<file path="src/rtl/alu_cmd_ctrl_if.sv">
// Bundle of the UART-facing and ALU-facing signals around the ALU command front-end.
// Latency: none; this is wiring only.
// Backpressure: TX_BUSY from the transmitter; the RX side has no backpressure (bytes are pulses).
// Ports: RX_P_DATA/RX_D_VLD (UART RX), ALU_A/ALU_B/ALU_FUN/ALU_EN -> ALU,
//        ALU_OUT/ALU_OUT_VLD <- ALU, TX_P_DATA/TX_D_VLD -> UART TX, TX_BUSY <- UART TX.
// Modports: master = command controller side, slave = surrounding UART/ALU side.
interface alu_cmd_ctrl_if #(
  parameter int DATA_W = 8,
  parameter int FUN_W  = 4,
  parameter int OUT_W  = 16
);
  logic [DATA_W-1:0] RX_P_DATA;
  logic              RX_D_VLD;
  logic [OUT_W-1:0]  ALU_OUT;
  logic              ALU_OUT_VLD;
  logic              TX_BUSY;
  logic [DATA_W-1:0] ALU_A;
  logic [DATA_W-1:0] ALU_B;
  logic [FUN_W-1:0]  ALU_FUN;
  logic              ALU_EN;
  logic [DATA_W-1:0] TX_P_DATA;
  logic              TX_D_VLD;

  modport master (
    input  RX_P_DATA, RX_D_VLD, ALU_OUT, ALU_OUT_VLD, TX_BUSY,
    output ALU_A, ALU_B, ALU_FUN, ALU_EN, TX_P_DATA, TX_D_VLD
  );

  modport slave (
    output RX_P_DATA, RX_D_VLD, ALU_OUT, ALU_OUT_VLD, TX_BUSY,
    input  ALU_A, ALU_B, ALU_FUN, ALU_EN, TX_P_DATA, TX_D_VLD
  );
endinterface

</file>
<file path="src/rtl/alu_cmd_ctrl.sv">
// Purpose: assembles CC,A,B,FUN commands from UART RX bytes, fires the ALU, returns the result low byte first.
// Latency: ALU_EN one cycle after the FUN byte; first TX_D_VLD three cycles after ALU_EN when TX is idle.
// Backpressure: each TX byte waits for TX_BUSY=0, then waits out a full busy rise/fall before moving on.
// Ports: CLK, RST (async active-high); bus (alu_cmd_ctrl_if.master) carries RX byte in,
//        ALU operands/enable out, ALU result in, TX byte/request out, TX_BUSY in.
// Build option: define ALU_OPERAND_REUSE_EN to accept CMD_FUN (DD,FUN) reusing the stored A/B.
module alu_cmd_ctrl #(
  parameter int                DATA_W   = 8,
  parameter int                FUN_W    = 4,
  parameter int                OUT_W    = 16,
  parameter logic [DATA_W-1:0] CMD_OP   = 8'hCC,
  parameter logic [DATA_W-1:0] CMD_FUN  = 8'hDD,
  parameter logic [DATA_W-1:0] ERR_BYTE = 8'hEE,
  parameter logic [FUN_W-1:0]  MAX_FUN  = 4'd13
) (
  input  logic            CLK,
  input  logic            RST,
  alu_cmd_ctrl_if.master  bus
);

  typedef enum logic [3:0] {
    IDLE, GET_A, GET_B, GET_FUN, ISSUE, CAPTURE,
    TX_LO, TX_LO_WAIT, TX_HI, TX_HI_WAIT, TX_ERR, TX_ERR_WAIT
  } state_t;

  state_t             state;
  logic [OUT_W-1:0]   result;
  // Set once the transmitter has acknowledged our byte by raising TX_BUSY.
  logic               seen_busy;

  logic               fun_bad;
  assign fun_bad = (bus.RX_P_DATA[DATA_W-1:FUN_W] != '0) ||
                   (bus.RX_P_DATA[FUN_W-1:0] > MAX_FUN);

`ifndef ALU_OPERAND_REUSE_EN
  // The function-only opcode has no meaning in this build.
  logic unused_cmd_fun;
  assign unused_cmd_fun = ^CMD_FUN;
`endif

  always_ff @(posedge CLK or posedge RST) begin
    if (RST) begin
      state         <= IDLE;
      result        <= '0;
      seen_busy     <= 1'b0;
      bus.ALU_A     <= '0;
      bus.ALU_B     <= '0;
      bus.ALU_FUN   <= '0;
      bus.ALU_EN    <= 1'b0;
      bus.TX_P_DATA <= '0;
      bus.TX_D_VLD  <= 1'b0;
    end else begin
      // Pulsed outputs default low so they last exactly one cycle.
      bus.ALU_EN   <= 1'b0;
      bus.TX_D_VLD <= 1'b0;

      case (state)
        IDLE: begin
          if (bus.RX_D_VLD) begin
            if (bus.RX_P_DATA == CMD_OP) begin
              state <= GET_A;
            end
`ifdef ALU_OPERAND_REUSE_EN
            else if (bus.RX_P_DATA == CMD_FUN) begin
              state <= GET_FUN;
            end
`endif
          end
        end

        GET_A: begin
          if (bus.RX_D_VLD) begin
            bus.ALU_A <= bus.RX_P_DATA;
            state     <= GET_B;
          end
        end

        GET_B: begin
          if (bus.RX_D_VLD) begin
            bus.ALU_B <= bus.RX_P_DATA;
            state     <= GET_FUN;
          end
        end

        GET_FUN: begin
          if (bus.RX_D_VLD) begin
            bus.ALU_FUN <= bus.RX_P_DATA[FUN_W-1:0];
            if (fun_bad) begin
              state <= TX_ERR;
            end else begin
              // Raised here so the registered enable is high during ISSUE.
              bus.ALU_EN <= 1'b1;
              state      <= ISSUE;
            end
          end
        end

        ISSUE: begin
          state <= CAPTURE;
        end

        CAPTURE: begin
          // ALU registered its result at the end of ISSUE.
          if (bus.ALU_OUT_VLD) begin
            result <= bus.ALU_OUT;
            state  <= TX_LO;
          end else begin
            state <= TX_ERR;
          end
        end

        TX_LO: begin
          if (!bus.TX_BUSY) begin
            bus.TX_P_DATA <= result[DATA_W-1:0];
            bus.TX_D_VLD  <= 1'b1;
            seen_busy     <= 1'b0;
            state         <= TX_LO_WAIT;
          end
        end

        TX_HI: begin
          if (!bus.TX_BUSY) begin
            bus.TX_P_DATA <= result[OUT_W-1 -: DATA_W];
            bus.TX_D_VLD  <= 1'b1;
            seen_busy     <= 1'b0;
            state         <= TX_HI_WAIT;
          end
        end

        TX_ERR: begin
          if (!bus.TX_BUSY) begin
            bus.TX_P_DATA <= ERR_BYTE;
            bus.TX_D_VLD  <= 1'b1;
            seen_busy     <= 1'b0;
            state         <= TX_ERR_WAIT;
          end
        end

        TX_LO_WAIT, TX_HI_WAIT, TX_ERR_WAIT: begin
          if (bus.TX_BUSY) begin
            seen_busy <= 1'b1;
          end else if (seen_busy) begin
            state <= (state == TX_LO_WAIT) ? TX_HI : IDLE;
          end
        end

        default: state <= IDLE;
      endcase
    end
  end

endmodule

</file>
<file path="src/flat_wrapper.sv">
// flat-port wrapper written by rule: the top's interface ports become plain ports
module alu_cmd_ctrl_flat 
#(
  parameter int                DATA_W   = 8,
  parameter int                FUN_W    = 4,
  parameter int                OUT_W    = 16,
  parameter logic [DATA_W-1:0] CMD_OP   = 8'hCC,
  parameter logic [DATA_W-1:0] CMD_FUN  = 8'hDD,
  parameter logic [DATA_W-1:0] ERR_BYTE = 8'hEE,
  parameter logic [FUN_W-1:0]  MAX_FUN  = 4'd13
)
  (CLK, RST, bus_RX_P_DATA, bus_RX_D_VLD, bus_ALU_OUT, bus_ALU_OUT_VLD, bus_TX_BUSY, bus_ALU_A, bus_ALU_B, bus_ALU_FUN, bus_ALU_EN, bus_TX_P_DATA, bus_TX_D_VLD);
  alu_cmd_ctrl_if #(.DATA_W(DATA_W), .FUN_W(FUN_W), .OUT_W(OUT_W)) bus_i ();
  input  logic CLK;
  input  logic RST;
  input wire logic [$bits(bus_i.RX_P_DATA)-1:0] bus_RX_P_DATA;
  input wire logic [$bits(bus_i.RX_D_VLD)-1:0] bus_RX_D_VLD;
  input wire logic [$bits(bus_i.ALU_OUT)-1:0] bus_ALU_OUT;
  input wire logic [$bits(bus_i.ALU_OUT_VLD)-1:0] bus_ALU_OUT_VLD;
  input wire logic [$bits(bus_i.TX_BUSY)-1:0] bus_TX_BUSY;
  output wire logic [$bits(bus_i.ALU_A)-1:0] bus_ALU_A;
  output wire logic [$bits(bus_i.ALU_B)-1:0] bus_ALU_B;
  output wire logic [$bits(bus_i.ALU_FUN)-1:0] bus_ALU_FUN;
  output wire logic [$bits(bus_i.ALU_EN)-1:0] bus_ALU_EN;
  output wire logic [$bits(bus_i.TX_P_DATA)-1:0] bus_TX_P_DATA;
  output wire logic [$bits(bus_i.TX_D_VLD)-1:0] bus_TX_D_VLD;
  assign bus_i.RX_P_DATA = bus_RX_P_DATA;
  assign bus_i.RX_D_VLD = bus_RX_D_VLD;
  assign bus_i.ALU_OUT = bus_ALU_OUT;
  assign bus_i.ALU_OUT_VLD = bus_ALU_OUT_VLD;
  assign bus_i.TX_BUSY = bus_TX_BUSY;
  assign bus_ALU_A = bus_i.ALU_A;
  assign bus_ALU_B = bus_i.ALU_B;
  assign bus_ALU_FUN = bus_i.ALU_FUN;
  assign bus_ALU_EN = bus_i.ALU_EN;
  assign bus_TX_P_DATA = bus_i.TX_P_DATA;
  assign bus_TX_D_VLD = bus_i.TX_D_VLD;
  alu_cmd_ctrl #(.DATA_W(DATA_W), .FUN_W(FUN_W), .OUT_W(OUT_W), .CMD_OP(CMD_OP), .CMD_FUN(CMD_FUN), .ERR_BYTE(ERR_BYTE), .MAX_FUN(MAX_FUN)) u_core (.CLK(CLK), .RST(RST), .bus(bus_i));
endmodule
</file>
<file path="config.mk">
export PLATFORM = sky130hd
export DESIGN_NAME = alu_cmd_ctrl_flat
export DESIGN_NICKNAME = d
export VERILOG_FILES = /design/src/rtl/alu_cmd_ctrl_if.sv /design/src/rtl/alu_cmd_ctrl.sv /design/src/flat_wrapper.sv
export SDC_FILE = /design/constraint.sdc
export NUM_CORES = 1
export LEC_CHECK = 0
export BUFFER_PORTS_ARGS = -buffer_cell sky130_fd_sc_hd__buf_2
export CAP_MARGIN = 20
export CORE_UTILIZATION = 41
export DETAILED_ROUTE_END_ITERATION = 16
export GPL_TIMING_DRIVEN = 0
export PLACE_DENSITY = 0.71
export SLEW_MARGIN = 0
export SYNTH_ARGS = -nofsm -noshare
export SYNTH_HDL_FRONTEND = slang
export SYNTH_SLANG_ARGS = --single-unit
</file>
<file path="constraint.sdc">
create_clock -name CLK -period 5.3 [get_ports CLK]
set_clock_uncertainty 0.15 [all_clocks]
set_input_delay 0.53 -clock CLK [delete_from_list [all_inputs] [get_ports CLK]]
set_output_delay 0.53 -clock CLK [all_outputs]
set_load 0.02 [all_outputs]
</file>
* Word level (Yosys, flattened, before mapping) *
Index checks and enable logic that the tools add are counted.

storage, ports and cells
  logic and storage cells = 74
  input bits = 29
  output and inout port bits = 30
  flip-flop bits (word level) = 51

operators by class
  equality and inequality tests = 24
  reductions and logical operators = 14
  multiplexer cells = 26
  order comparisons = 1

operators by type and width
  operator            number
  $mux 4              13
  $pmux 4 s10         1
  $mux 8              3
  $pmux 8 s3          1
  $ne 2x2->1 const B  10
  $eq 4x3->1 const B  4
  $eq 4x4->1 const B  4
  $reduce_and 10->1   1
  $eq 4x2->1 const B  2
  $eq 8x8->1 const B  1
  $reduce_and 2->1    4
  $mux 1              7
  $reduce_or 3->1     2
  $eq 4x1->1 const B  1
  $gt 4x4->1 const B  1
  $logic_not 4->1     1
  $ne 2x1->1 const B  2
  $reduce_and 4->1    1
  $reduce_bool 4->1   1
  $reduce_and 3->1    1
  $reduce_bool 3->1   1
  $pmux 1 s2          1
  $reduce_bool 2->1   1
  $logic_or 1x1->1    1

* Longest topological paths before layout *
Gate-level depths: netlist of run 1.

  word-level depth = 5
  mapped depth = 6
  mapped depth without buffers = 4

* Worst setup path after synthesis of run 1 *
OpenSTA, ideal clock, no wires.

  path type = input port to flip-flop
  start point = in bus_RX_P_DATA[5]
  end point = reg u_core.state[0]
  library setup time = 0.128 ns
  required time = 5.022 ns
  stages on the path = 4
  path slack = 3.461 ns
  buffers on the path = 0
  arrival time = 1.561 ns
  path through = nand4bb_1 o41ai_1 o311a_1 mux2_1

between the ends
  longest elaborated chain between the ends = 3

RTL lines
  element                      line                 source
  start, declared              flat_wrapper.sv:16   input wire logic [$bits(bus_i.RX_P_DATA)-1:0] bus_RX_P_DATA;
  $eq 8x8->1                   alu_cmd_ctrl.sv:60   if (bus.RX_P_DATA == CMD_OP) begin
  $ne 2x1->1 (no line)         --
  $reduce_and 10->1 (no line)  --
  end signal, assigned         alu_cmd_ctrl.sv:143  state <= (state == TX_LO_WAIT) ? TX_HI : IDLE;
  end, declared                alu_cmd_ctrl.sv:26   state_t state;

Every way passes these cells.
A chain may end at the register's enable or synchronous reset.

* Worst setup path after layout of run 1 *
  start point = reg u_core.state[3]
  end point = reg u_core.state[0]

between the ends
  longest elaborated chain between the ends = 4
  elaborated cells on any way between the ends = 25
  those cells by class = eq/ne (21); mux (1); reduce/logical (3)

RTL lines
  element                                             line                source
  $eq 4x4->1 or $eq 4x3->1 (tied branches)            alu_cmd_ctrl.sv:57  case (state)
  $reduce_or 3->1                                     alu_cmd_ctrl.sv:57
  $ne 2x1->1 (no line) or $ne 2x2->1 (tied branches)  --
  $reduce_and 10->1 (no line)                         --

Parallel ways exist; a longest one is shown, timed or not.

==> results of run 1 <==
[power groups by stage]
stage | clock, mW | sequential (mW) | combinational, mW
floorplan | 0 | 0.715 | 0.269
global placement | 0 | 0.594 | 0.560
detailed placement | 0 | 0.596 | 0.577
CTS | 0.216 | 0.589 | 0.578
global route | 0.232 | 0.607 | 0.622
finish | 0.208 | 0.588 | 0.572
[cell families after synthesis]
kind of cell	synth area share [%]
AO/OA/AOI/OAI	8.89
buffers and inverters	2.43
flip-flops	56.3
multiplexers	19.9
AND/OR/NAND/NOR	12.5
[through the flow]
stage,instances,utilization [%],worst slack [ps]
2_1_floorplan,176,-,3390
3_3_place_gp,304,50.8,2760
3_5_place_dp,305,51.2,3160
4_1_cts,313,52.8,3390
5_1_grt,313,52.8,3300
6_report,313,52.8,3370
[final timing paths]
| kind | startpoint | to | slack (ps) |
|---|---|---|---|
| max reg2reg | u_core.state[3] | u_core.state[0] | 3370 |
| min | RST | u_core.bus.ALU_B[6] | 110 |
| max | u_core.state[3] | u_core.state[0] | 3370 |
| min in group CLK | bus_ALU_OUT[2] | u_core.result[2] | 290 |
| min reg2reg | u_core.bus.TX_P_DATA[1] | u_core.bus.TX_P_DATA[1] | 330 |
| max in group asynchronous | RST | u_core.bus.TX_P_DATA[4] | 4380 |
[flip-flops by register name, indices dropped and copies added, names as in the netlist, 4 cells and up]
name	count
u_core.result	16
u_core.bus.ALU_A	8
u_core.bus.ALU_B	8
u_core.bus.TX_P_DATA	8
u_core.bus.ALU_FUN	4
u_core.state	4
[cell usage after synthesis]
| library cell | instances | area [um2] |
|---|---|---|
| sky130_fd_sc_hd__nand3_1 | 2 | 10.0 |
| sky130_fd_sc_hd__a22o_1 | 2 | 17.5 |
| sky130_fd_sc_hd__nor2b_2 | 2 | 17.5 |
| sky130_fd_sc_hd__o22ai_1 | 1 | 6.26 |
| sky130_fd_sc_hd__dfrtp_1 | 51 | 1280 |
| sky130_fd_sc_hd__nor3_1 | 6 | 30.0 |
| sky130_fd_sc_hd__buf_6 | 1 | 11.3 |
| sky130_fd_sc_hd__nor4_1 | 2 | 12.5 |
| sky130_fd_sc_hd__and3_1 | 4 | 25.0 |
| sky130_fd_sc_hd__nand3_4 | 1 | 17.5 |
| sky130_fd_sc_hd__mux2_1 | 12 | 135 |
| sky130_fd_sc_hd__o21ai_1 | 3 | 15.0 |
| sky130_fd_sc_hd__nand4b_2 | 1 | 15.0 |
| sky130_fd_sc_hd__nand4bb_1 | 1 | 11.3 |
| sky130_fd_sc_hd__inv_1 | 4 | 15.0 |
| sky130_fd_sc_hd__mux2_4 | 9 | 135 |
| sky130_fd_sc_hd__clkbuf_1 | 3 | 11.3 |
| sky130_fd_sc_hd__buf_4 | 1 | 7.51 |
| sky130_fd_sc_hd__o311a_1 | 1 | 10.0 |
| sky130_fd_sc_hd__mux2_2 | 16 | 180 |
| sky130_fd_sc_hd__a32o_1 | 1 | 10.0 |
| sky130_fd_sc_hd__o31ai_1 | 6 | 45.0 |
| sky130_fd_sc_hd__nor3b_2 | 1 | 12.5 |
| sky130_fd_sc_hd__o211ai_1 | 3 | 22.5 |
| sky130_fd_sc_hd__o41ai_1 | 1 | 8.76 |
| sky130_fd_sc_hd__nand3_2 | 1 | 10.0 |
| sky130_fd_sc_hd__and3b_1 | 2 | 17.5 |
| sky130_fd_sc_hd__nand2_1 | 12 | 45.0 |
| sky130_fd_sc_hd__or3_1 | 1 | 6.26 |
| sky130_fd_sc_hd__nor2_1 | 8 | 30.0 |
| sky130_fd_sc_hd__a21oi_1 | 5 | 25.0 |
| sky130_fd_sc_hd__o21ai_0 | 5 | 25.0 |
| sky130_fd_sc_hd__o21ai_2 | 1 | 8.76 |
| sky130_fd_sc_hd__nor2_4 | 1 | 11.3 |
| sky130_fd_sc_hd__a21boi_0 | 1 | 7.51 |
| sky130_fd_sc_hd__buf_2 | 2 | 10.0 |
| sky130_fd_sc_hd__nor2b_1 | 2 | 12.5 |
[worst reg2reg max path: stages, from the launching register on]
cell and delay, ps:
sky130_fd_sc_hd__dfrtp_1 400, sky130_fd_sc_hd__buf_4 180, sky130_fd_sc_hd__nor2b_1 160, sky130_fd_sc_hd__o22ai_1 270, sky130_fd_sc_hd__o311a_1 320, sky130_fd_sc_hd__mux2_1 340
[routing by layer]
metal | global-route usage [%] | vias to the layer above | wire length [um]
met4 | 6.35 | 0 | 65
met1 | 22.6 | 772 | 2170
met2 | 28.1 | 59 | 2160
met5 | 0 | - | 0
li1 | - | 773 | -
met3 | 3.83 | 7 | 258
[cell type report]
class	instances	share of cell area, %
Inverter	4	0.547
Timing Repair Buffer	59	11.3
Buffer	7	1.46
Multi-Input combinational cell	114	34.1
Clock inverter	1	0.182
Clock buffer	7	2.78
Sequential cell	51	46.5
Tap cell	70	3.19
==> results.md, run 1 <==
- The flow ran to the end, and the final reports show no timing, DRC or antenna violations.
- In this run the tool buffered the top-level ports with 58 buffer cells.
- The number of buffers and inverters on the critical path is 1.
- Total power for the finished layout comes to 1.37 mW.
- Dividing total power by cell area gives a power density of ~500 nW/um2.
- For the worst flop-to-flop path, the logic depth is 5.
- The number of warnings issued by yosys is 0.
- The detailed-placement wirelength estimate is 3340 um.
- The total number of H-tree levels is 2.
- Counting buffers and inverters, the worst setup path is 5 cells deep.
- The switching power of the nets is 0.522 mW.
- The final instance area is 2750 um2.
- Final hold analysis gives a worst-case slack of ~110 ps.
- After detailed routing, the total wire length is 4650 um.
- Max-cap violations in this run came to 0.
- The overall die area is ~5800 um2.
- Using the TritonRoute via totals, the vias-per-cell ratio works out to 5.15.
- In this run the horizontal extent of the chip is 76.4 um.
- The number of buffers inserted during clock tree synthesis is 5.
- After synthesis, the mean cell area works out to 12.9 um2.
- The post-cts repair resize count is 0.
- The area of the multi-input gates is between 900 and 1000 um2.
- The critical-path maximum fanout is 10.
- At the end of routability-driven placement, the weighted congestion stood at 0.809.
- Of the total power, the share spent switching nets is a little under two fifths.
- The number of vias after detailed routing is 1611.
- After detailed routing, the number of remaining DRC violations is 0.
- The standby leakage power is 1.38 nW.
- The post-CTS repair timing setup buffer count is 0.
- The total area inside the core boundary comes to 5200 um2.
- The layout-stage area growth over the synthesis result is 21.1%.
- The final layout net count is about 270.
- Setup violations remaining at the end of the flow were counted as 0.
- For the worst setup path, the data required time is 5330 ps.
- Once detail routing completed, the nets flagged for antenna violations numbered 0.
- The portion of total power attributed to combinational logic is a little over two fifths.
- The class of the tightest hold or removal check is input pin to async pin.
- For this design the top-level I/O count stands at 59.
- Leaving out fill and tap cells, the most frequent cell in the layout is sky130_fd_sc_hd__buf_2.
- TritonCTS built the clock tree.
- Global routing used between 10% and 20% of the available tracks.
- The antenna cell count is 0.
- The total nets after synthesis is 205.
- The share of total power in the clock network is 15.2%.
- Setup repair after global routing left no endpoint under its margin.
- The critical path's top delay family is compound AO/OA/AOI/OAI gates.
- The violation count after the first detailed-route iteration is 58.
- Counting every instance in the synthesized netlist gives 176.
- Timing would allow up to around 0.52 GHz.
- The global-route wire length before repair is about 7900 um.
- The register share of total power is about 43%.
- At the worst endpoint, the arrival time is about 2000 ps.
- The worst path uses 36.4% of the clock period.
- The number of hold buffers added after CTS is 0.
- The library cell contributing the largest single delay on the critical path is sky130_fd_sc_hd__dfrtp_1.
- The global route total overflow is 0.
- The critical path launch point type is a flop.
- The number of global-route vias before repair is 1715.
- Clock tree synthesis found a total of 51 sinks.
- The number of antenna violations at the first check in global routing is 0.
- The number of max-slew violations in the final report is 0.
- The cell internal power dissipation is 0.846 mW.
- In this run the clock root is driven by a sky130_fd_sc_hd__clkbuf_8.
- Cells with a size suffix above 1 make up 42.4% of the layout.
- After synthesis the netlist holds a flip-flop and latch count of 51.
- Traced cell by cell, the critical path runs through buf_4 > nor2b_1 > o22ai_1 > o311a_1 > mux2_1.
- The longest individual stage delay on the worst path is about 400 ps.
- From bottom edge to top edge, the die measures around 76 um.
- The synthesized netlist occupies a cell area of about 2300 um2.
- The longest clock path from root to sink contains 2 buffers.
- The headroom to the max-slew limit is roughly three fifths.
- After filler insertion, the fill cell instance count of the layout stands at 484.
- The critical path class is flop to flop.
- Entering global routing, the biggest net connects 29 pins.
- The number of hold-slack violations in the final timing report is 0.
- After clock tree synthesis, the clock-pin slew on the worst setup and hold paths is 80 ps.
- The nature of the critical path endpoint is a flop.
- The initial utilization of the core area, before any placement, comes to a little over two fifths.
- For the final routed database, the setup TNS stands at 0 ps.
- At the later pin of the worst-skew pair, clock insertion delay measures between 200 and 300 ps.
- Sequential elements use 56.3% of the synthesized area.
- After detailed routing, the average wire length per cell comes to 14.9 um.
- Leaving out fill and tap cells, the most frequent cells in the layout are 60 x sky130_fd_sc_hd__buf_2, 51 x sky130_fd_sc_hd__dfrtp_1, 16 x sky130_fd_sc_hd__mux2_2.
- The number of cell rows is 26.
- The area of placed instances is ~2700 um2.
- The first detailed-routing pass ran for 4 iterations.
- For the pin with the worst max-slew slack, the measured transition is 595 ps.
- The worst path needs between 1500 and 2000 ps of the cycle, external delays included.
- In this run, distinct cell masters in the synthesized netlist total 37.
- The highest ir drop seen on vdd is 0.237 mV.
- The sequential cell area is 1280 um2.
Note: power is estimated with default switching activity, not from simulation.
==> inputs of run 2 (changes only) <==
- clock period: 5.3 -> 1.9 ns (I/O delays scaled with it)
==> run 2 against run 1 <==
  * Die area unchanged
  * Final cell count grew 5.8%
  * First-iteration DRC count is 3.4% lower
  * Total power increased to 2.9 times the previous value
  * Global-route usage is 0.85 points higher
  * Fmax rose by 4.2%
  * Hold slack worse by 92 ps
  * Clock-buffer cell count did not move
  * Utilization increased by 3.8 points
  * Highest routed layer unchanged
  * Via count increased by 5.2%
  * Critical path type unchanged
  * Sequential cell count did not move
  * Routed wire length up 5.4%
==> results.md, run 2 (same netlist as run 1, synthesis figures left out) <==
- Counting both buffers and inverters, the worst setup path holds a total of 2.
- Among all stages on the critical path, the largest delay is contributed by sky130_fd_sc_hd__dfrtp_1.
- Measured along the x axis, the die boundary spans about 76 um.
- Of the available clock period, the critical path in the final layout requires about 97%.
- The number of max-slew violations in the final report is 0.
- Before antenna repair, the detailed router went through 4 iterations.
- The critical path goes through buf_4 > nor2b_1 > o22ai_2 > o311a_1 > buf_4 > a22o_1.
- For hold timing, the worst endpoint is u_core.bus.ALU_B[5].
- The final wirelength is 4900 um.
- At the worst endpoint, the required time is 1940 ps.
- The class of the tightest hold or removal check is input pin to flop.
- The first routing iteration left between 50 and 60 violations.
- The number of hold-slack violations in the final timing report is 0.
- The startpoint identified for the worst register-to-register timing path is u_core.state[3].
- The worst setup path is of the flop to flop kind.
- The register share of total power is 42.2%.
- The count of buffers inserted at the top-level ports is between 50 and 60.
- The number of buffers on the longest clock path is 2.
- The data arrival time at the worst-slack endpoint is 1890 ps.
- The number of buffers inserted during clock tree synthesis is 5.
- The average wire per standard cell is 14.8 um.
- The overall die area is 5830 um2.
- The switching power of the nets is roughly 1.5 mW.
- During I/O placement, the number of pins put on the boundary was 59.
- With fillers left out, the area of the finished cells amounts to 2950 um2.
- The critical path launch point type is a flop.
- Summing over every cut layer, the via total after detailed routing is around 1700.
- The longest individual stage delay on the worst path is 380 ps.
- The worst hold path startpoint is bus_RX_P_DATA[5].
- The flow ran to the end, and the final reports show no timing, DRC or antenna violations.
- After clock tree synthesis, the clock-pin slew on the worst setup and hold paths is 80 ps.
- The repair_antennas step left the layout with diodes totalling 0.
- The worst register-to-register path has a setup slack of between 40 and 50 ps.
- The top cell types in the final layout, fill and taps aside, are 60 x sky130_fd_sc_hd__buf_2, 51 x sky130_fd_sc_hd__dfrtp_1, 17 x sky130_fd_sc_hd__dlygate4sd3_1.
- The sequential cells in the finished layout cover a total of around 1300 um2.
- The clock reaches the later pin of the worst-skew pair after 290 ps.
- The highest ir drop seen on vdd is 0.674 mV.
- The share of total power in the clock network is between 10 and 15%.
- The count of maximum capacitance violations is 0.
- After detailed routing, the number of remaining DRC violations is 0.
- The number of flip-flops under the largest register name is 16.
- Summing internal, switching and leakage power gives 3.90 mW.
- The nature of the critical path endpoint is a flop.
- The slew at the pin closest to its max-slew limit is 518 ps.
- The reg-to-reg critical path endpoint is u_core.state[2].
- For this run, the total global-route usage over all layers was measured as 18.1%.
- In this run the tightest slew margin relative to its limit is 65.4%.
- The cell internal power dissipation is 2.41 mW.
- In this run the core area contains 26 standard-cell rows.
- The net count of the finished layout is 289.
- Derived from the worst setup path, the maximum achievable clock frequency is 0.540 GHz.
- The global-route wire length before repair is 8330 um.
- On the critical path the largest part of the delay comes from compound AO/OA/AOI/OAI gates.
- Net switching is 38.2% of the power.
- The share of final-layout standard cells stronger than drive strength 1 is 40.6%.
- The portion of total power attributed to combinational logic is 42.9%.
- The via count normalized by instance count is 5.12.
- The number of antenna violations at the first check in global routing is 0.
- The number of global-route vias before repair is 1794.
- The layout has 466 filler cells.
- The total overflow left after global routing is 0.
- The standby leakage power is 1.46 nW.
- The setup-violating endpoint count in the final report is 0.
- TritonCTS built the clock tree.
- Routability-driven placement finished with a final weighted congestion of 0.809.
- The layout-stage area growth over the synthesis result is 29.9%.
- The total number of H-tree levels is 2.
- In this run the remaining antenna-violating nets after routing total 0.
- The area of placed instances is 2670 um2.
- The pin count of the biggest net entering global routing is 29.
- The critical-path maximum fanout is 10.
- In the final layout, the multi-input gates occupy 956 um2.
- The clock period minus final worst setup slack is 1850 ps.
- Measured in cells, the most critical reg-to-reg path has a length of 6.
- Among the stages of the critical path, the cell type that occurs most often is sky130_fd_sc_hd__buf_4.
- After legalization and detailed placement, the total HPWL measured 3340 um.
- The area of the core is approximately 5200 um2.
- The worst hold path passes through 2 cells.
- The worst hold margin is 16.5 ps.
- The tree is rooted in a sky130_fd_sc_hd__clkbuf_8.
- The clock sink count is 51.
- The chip height is 76.4 um.
- Dividing total power by cell area gives a power density of 1320 nW/um2.
- The initial core utilization is 43.6%.
- Counting flops per register, the top entry is u_core.result.
- Leaving out fill and tap cells, the most frequent cell in the layout is sky130_fd_sc_hd__buf_2.
==> run 2: power groups by stage <==
stage	sequential, mW	combinational [mW]	clock (mW)
after detailed placement	1.66	1.61	0
after global routing	1.70	1.81	0.649
after global placement	1.66	1.56	0
final	1.65	1.67	0.582
after floorplan	1.99	0.752	0
after CTS	1.64	1.65	0.604
==> run 2: repair_timing <==
action                                  CTS  global route
resized for setup                         0             5
pin swaps                                 0             0
endpoints found under the setup margin    1             9
endpoints found under the hold margin    39             0
setup buffers                             1             0
hold buffers                             17             0
==> run 2: metrics by stage <==
stage / utilization, % / instances / setup slack, ps / TNS [ps]
CTS: 56.2 / 331 / 44.5 / 0
detailed placement: 51.2 / 305 / 10.5 / 0
global placement: 50.8 / 304 / -297 / -15070
finish: 56.6 / 331 / 47.8 / 0
floorplan: - / 176 / 199 / 0
global route: 56.6 / 331 / -37.5 / -64.3
==> run 2: routing by layer <==
layer	global-route usage [%]	vias up	part of all wire, %
li1	-	807	-
met1	22.8	814	45
met2	30.3	68	48
met3	4.55	6	6.2
met4	6.35	0	1.1
met5	0	-	0
==> run 2: worst max path at each step <==
stage | from | to | slack, ps | depth (start not counted)
5_1_grt | u_core.state[3] | u_core.state[2] | -40 | 6
4_1_cts | u_core.state[2] | u_core.bus.TX_P_DATA[4] | 40 | 5
3_5_place_dp | u_core.state[3] | u_core.state[0] | 10 | 5
2_1_floorplan | u_core.state[3] | u_core.state[0] | 200 | 5
6_report | u_core.state[3] | u_core.state[2] | 50 | 6
3_3_place_gp | RST | u_core.result[15] | -300 | 2
==> run 2: layout make-up <==
| class | instances | share of cell area [%] |
|---|---|---|
| plain buffers | 7 | 1.40 |
| flip-flops and latches | 51 | 43.3 |
| multi-input cells | 114 | 32.5 |
| well taps | 70 | 2.97 |
| inverters | 4 | 0.510 |
| repair buffers | 77 | 16.6 |
| clock buffers | 7 | 2.59 |
| clock inverters | 1 | 0.170 |
==> inputs of run 3 (changes only) <==
- ABC_AREA: unset -> 1
- PLACE_DENSITY: 0.71 -> 0.7
==> run 3 against run 2 <==
  * Sequential cell count did not move
  * Hold slack improved by 5.6 ps
  * Die area rose by 3.8%
  * Area after synthesis rose by 3.9%
  * Synthesized cell count rose by 54%
  * Setup slack improved by 220 ps
  * Clock-buffer cell count fell by 1
  * Total power rose by 6.3%
  * Critical path type unchanged
==> results.md, run 3 <==
- Cells with a size suffix above 1 make up roughly 28% of the layout.
- The critical-path maximum fanout is 10.
- The count of buffers inserted at the top-level ports is 57.
- The core region is 5510 um2.
- The number of primary I/O pins is 59.
- The setup-violating endpoint count in the final report is 0.
- In the post-synthesis netlist, the biggest area contributors are sky130_fd_sc_hd__dfrtp_1 54%, sky130_fd_sc_hd__nand2_1 14%, sky130_fd_sc_hd__o21ai_0 6.2%.
- Once the clock tree was built, the resizer swapped 0 gates to a different size.
- The flow ran to the end, and the final reports show no timing, DRC or antenna violations.
- The most used flip-flop cell after synthesis is sky130_fd_sc_hd__dfrtp_1.
- The initial core utilization is 42.8%.
- The library cell used most frequently in the layout, excluding fill and tap cells, is sky130_fd_sc_hd__nand2_1.
- For this run, the total global-route usage over all layers was measured as about 19%.
- The final instance area is 3020 um2.
- The violation count after the first detailed-route iteration is 107.
- The global-route wire length before repair is 9200 um.
- Dividing the detail-routed wire length by the instance count gives 12.5 um.
- The number of max-slew violations in the final report is 0.
- The number of inserted filler cells in the final layout is around 520.
- The distinct cell type count after synthesis is 25.
- At the worst endpoint, the required time is 1940 ps.
- The clock sink count is 51.
- The weighted congestion at the end of routability-driven global placement is about 0.79.
- TritonCTS built the clock tree.
- The number of warnings issued by yosys is 0.
- At the later pin of the worst-skew pair, clock insertion delay measures 300 ps.
- The first TritonRoute pass finished after 4 iterations.
- The total overflow left after global routing is 0.
- Summed over all cells, the static leakage comes to roughly 1.7 nW.
- The final layout net count is between 300 and 400.
- Summing all placed instances gives a cell area of between 2000 and 3000 um2.
- Data arrives at the worst endpoint at 1670 ps.
- The register with the most flip-flops in the layout has 16 of them.
- The fraction of the core area covered by cells at the end of the flow is 54.9%.
- The headroom to the max-slew limit is 63.2%.
- For the pin with the worst max-slew slack, the measured transition is 551 ps.
- The clock period minus final worst setup slack is 1630 ps.
- The final layout contains routed wiring with a total length of 5330 um.
- The remaining number of nets flagged by the antenna check after routing is 0.
- Setup repair after global routing left no endpoint under its margin.
- The highest clock frequency the design can meet is 0.613 GHz.
- The synthesized design devotes to its leading area cell type between 50 and 60% of total area.
- Entering global routing, the biggest net connects 27 pins.
- The number of global-route vias before repair is 2051.
- The top cell types in the final layout, fill and taps aside, are 90 x sky130_fd_sc_hd__nand2_1, 58 x sky130_fd_sc_hd__buf_2, 51 x sky130_fd_sc_hd__dfrtp_1.
- The highest ir drop seen on vdd is 0.665 mV.
- The number of antenna diodes in the final layout is 0.
- The share of the clock period used by the worst path after layout is approximately 86%.
- The number of vias after detailed routing is 2032.
- STA classifies the critical path endpoint as a flop.
- The class of the tightest hold or removal check is input pin to flop.
- The synthesized netlist cell count is approximately 270.
- The post-CTS repair timing setup buffer count is 0.
- Row generation in the floorplan step produced 27 rows.
- Summing the sequential cell areas from Yosys gives 54.2% of the chip area.
- The total nets after synthesis is 300.
- The cell area after technology mapping is 2350 um2.
- Relative to the synthesized area, the layout overhead comes to 28.4%.
- Once routing completed, OpenROAD measured the worst setup slack at approximately 270 ps.
- The residual DRC count is 0.
- The number of antenna violations at the first check in global routing is 0.
- The total power density per cell area is roughly 1400 nW/um2.
- The power consumption is 4.15 mW.
- The clock transition at the registers of the reported paths is ~90 ps.
- For the final routed database, the setup TNS stands at 0 ps.
- The setup slack after placement is 310 ps.
- The average cell area after synthesis is roughly 8.7 um2.
- TritonCTS created 5 clock buffers.
- Max-cap violations in this run came to 0.
- The detailed-placement wirelength estimate is 3740 um.
- By count the netlist is led by 90 x sky130_fd_sc_hd__nand2_1, 51 x sky130_fd_sc_hd__dfrtp_1, 29 x sky130_fd_sc_hd__o21ai_0.
- The cell at the root of the clock tree is sky130_fd_sc_hd__clkbuf_8.
- The clock passes through at most 2 buffers.
- In this run the horizontal extent of the chip is 77.8 um.
- The register with the most flip-flops in the final layout is u_core.result.
- The number of hold-slack violations in the final timing report is 0.
- The number of flip-flops and latches in the synthesized netlist is 51.
- The synthesized design spends more area on one cell type than any other, namely sky130_fd_sc_hd__dfrtp_1.
- Measured along the y axis, the die boundary spans 77.8 um.
- The final cell count without fillers is 425.
- The worst setup path is launched from a flop.
- In the routed layout, each cell is associated on average with a via count of around 4.8.
- The async set-reset flop share out of synthesis is 100%.
- The tightest hold path in the finished design has a slack of 22.0 ps.
- The die covers between 6000 and 7000 um2.
- The number of synthesized flops with an enable pin is 0.
- The leading cell type by number of instances after synthesis is sky130_fd_sc_hd__nand2_1.
- The H-tree was split into 2 levels.
- The critical path is of the flop to flop type.
- In this run, placement finished with an instance count of between 400 and 500.
[run 3: worst paths after layout]
kind,slack (ps),end,start,cells past startpoint
max,270,u_core.result[13],u_core.state[3],7
min,20,u_core.bus.ALU_EN,bus_RX_D_VLD,3
max reg2reg,270,u_core.result[13],u_core.state[3],7
min reg2reg,320,u_core.result[9],u_core.result[9],2
max in group asynchronous,740,u_core.bus.TX_P_DATA[2],RST,4
min in group asynchronous,330,u_core.bus.ALU_B[7],RST,3
[run 3: per-layer routing]
layer	wire length [um]	vias up	GRT usage (%)
met2	2750	30	33.0
li1	-	1021	-
met3	124	5	3.41
met4	55	0	5.66
met5	0	-	0
met1	2400	976	25.2
[run 3: layout make-up]
| cell class | instances | area [um2] | area share (%) |
|---|---|---|---|
| tap | 72 | 90.1 | 2.98 |
| clock buffer | 6 | 72.6 | 2.40 |
| clock inverter | 1 | 30.0 | 0.993 |
| multi-input combinational | 187 | 921 | 30.5 |
| timing repair buffer | 75 | 475 | 15.7 |
| buffer | 8 | 61.3 | 2.03 |
| inverter | 25 | 96.3 | 3.19 |
| sequential | 51 | 1280 | 42.2 |
[run 3: worst max-delay path, stage by stage, from the launching register on]
cell                      delay [ps]
sky130_fd_sc_hd__dfrtp_1         500
sky130_fd_sc_hd__nor2_4          230
sky130_fd_sc_hd__nand2_4          90
sky130_fd_sc_hd__nor2_8          140
sky130_fd_sc_hd__nand2_4         120
sky130_fd_sc_hd__buf_6           160
sky130_fd_sc_hd__nand2_1          70
sky130_fd_sc_hd__nand2_1          60
[run 3: power by group]
| part | switching, mW | internal [mW] | total (mW) |
|---|---|---|---|
| logic | 1.13 | 0.586 | 1.71 |
| registers | 0.226 | 1.48 | 1.71 |
| clock network | 0.340 | 0.387 | 0.727 |
[run 3: cells by family (layout without fill, tap and decap cells)]
family / Yosys count / count (layout) / share of synthesized area, %
buf+inv: 33 / 115 / 6.69
flops: 51 / 51 / 54.2
simple gates: 146 / 146 / 29.7
compound gates: 41 / 41 / 9.40
[run 3: repair_timing]
| action | 4_1_cts | 5_1_grt |
|---|---|---|
| setup endpoints to repair | 0 | 0 |
| hold buffers | 17 | 0 |
| hold endpoints to repair | 41 | 0 |
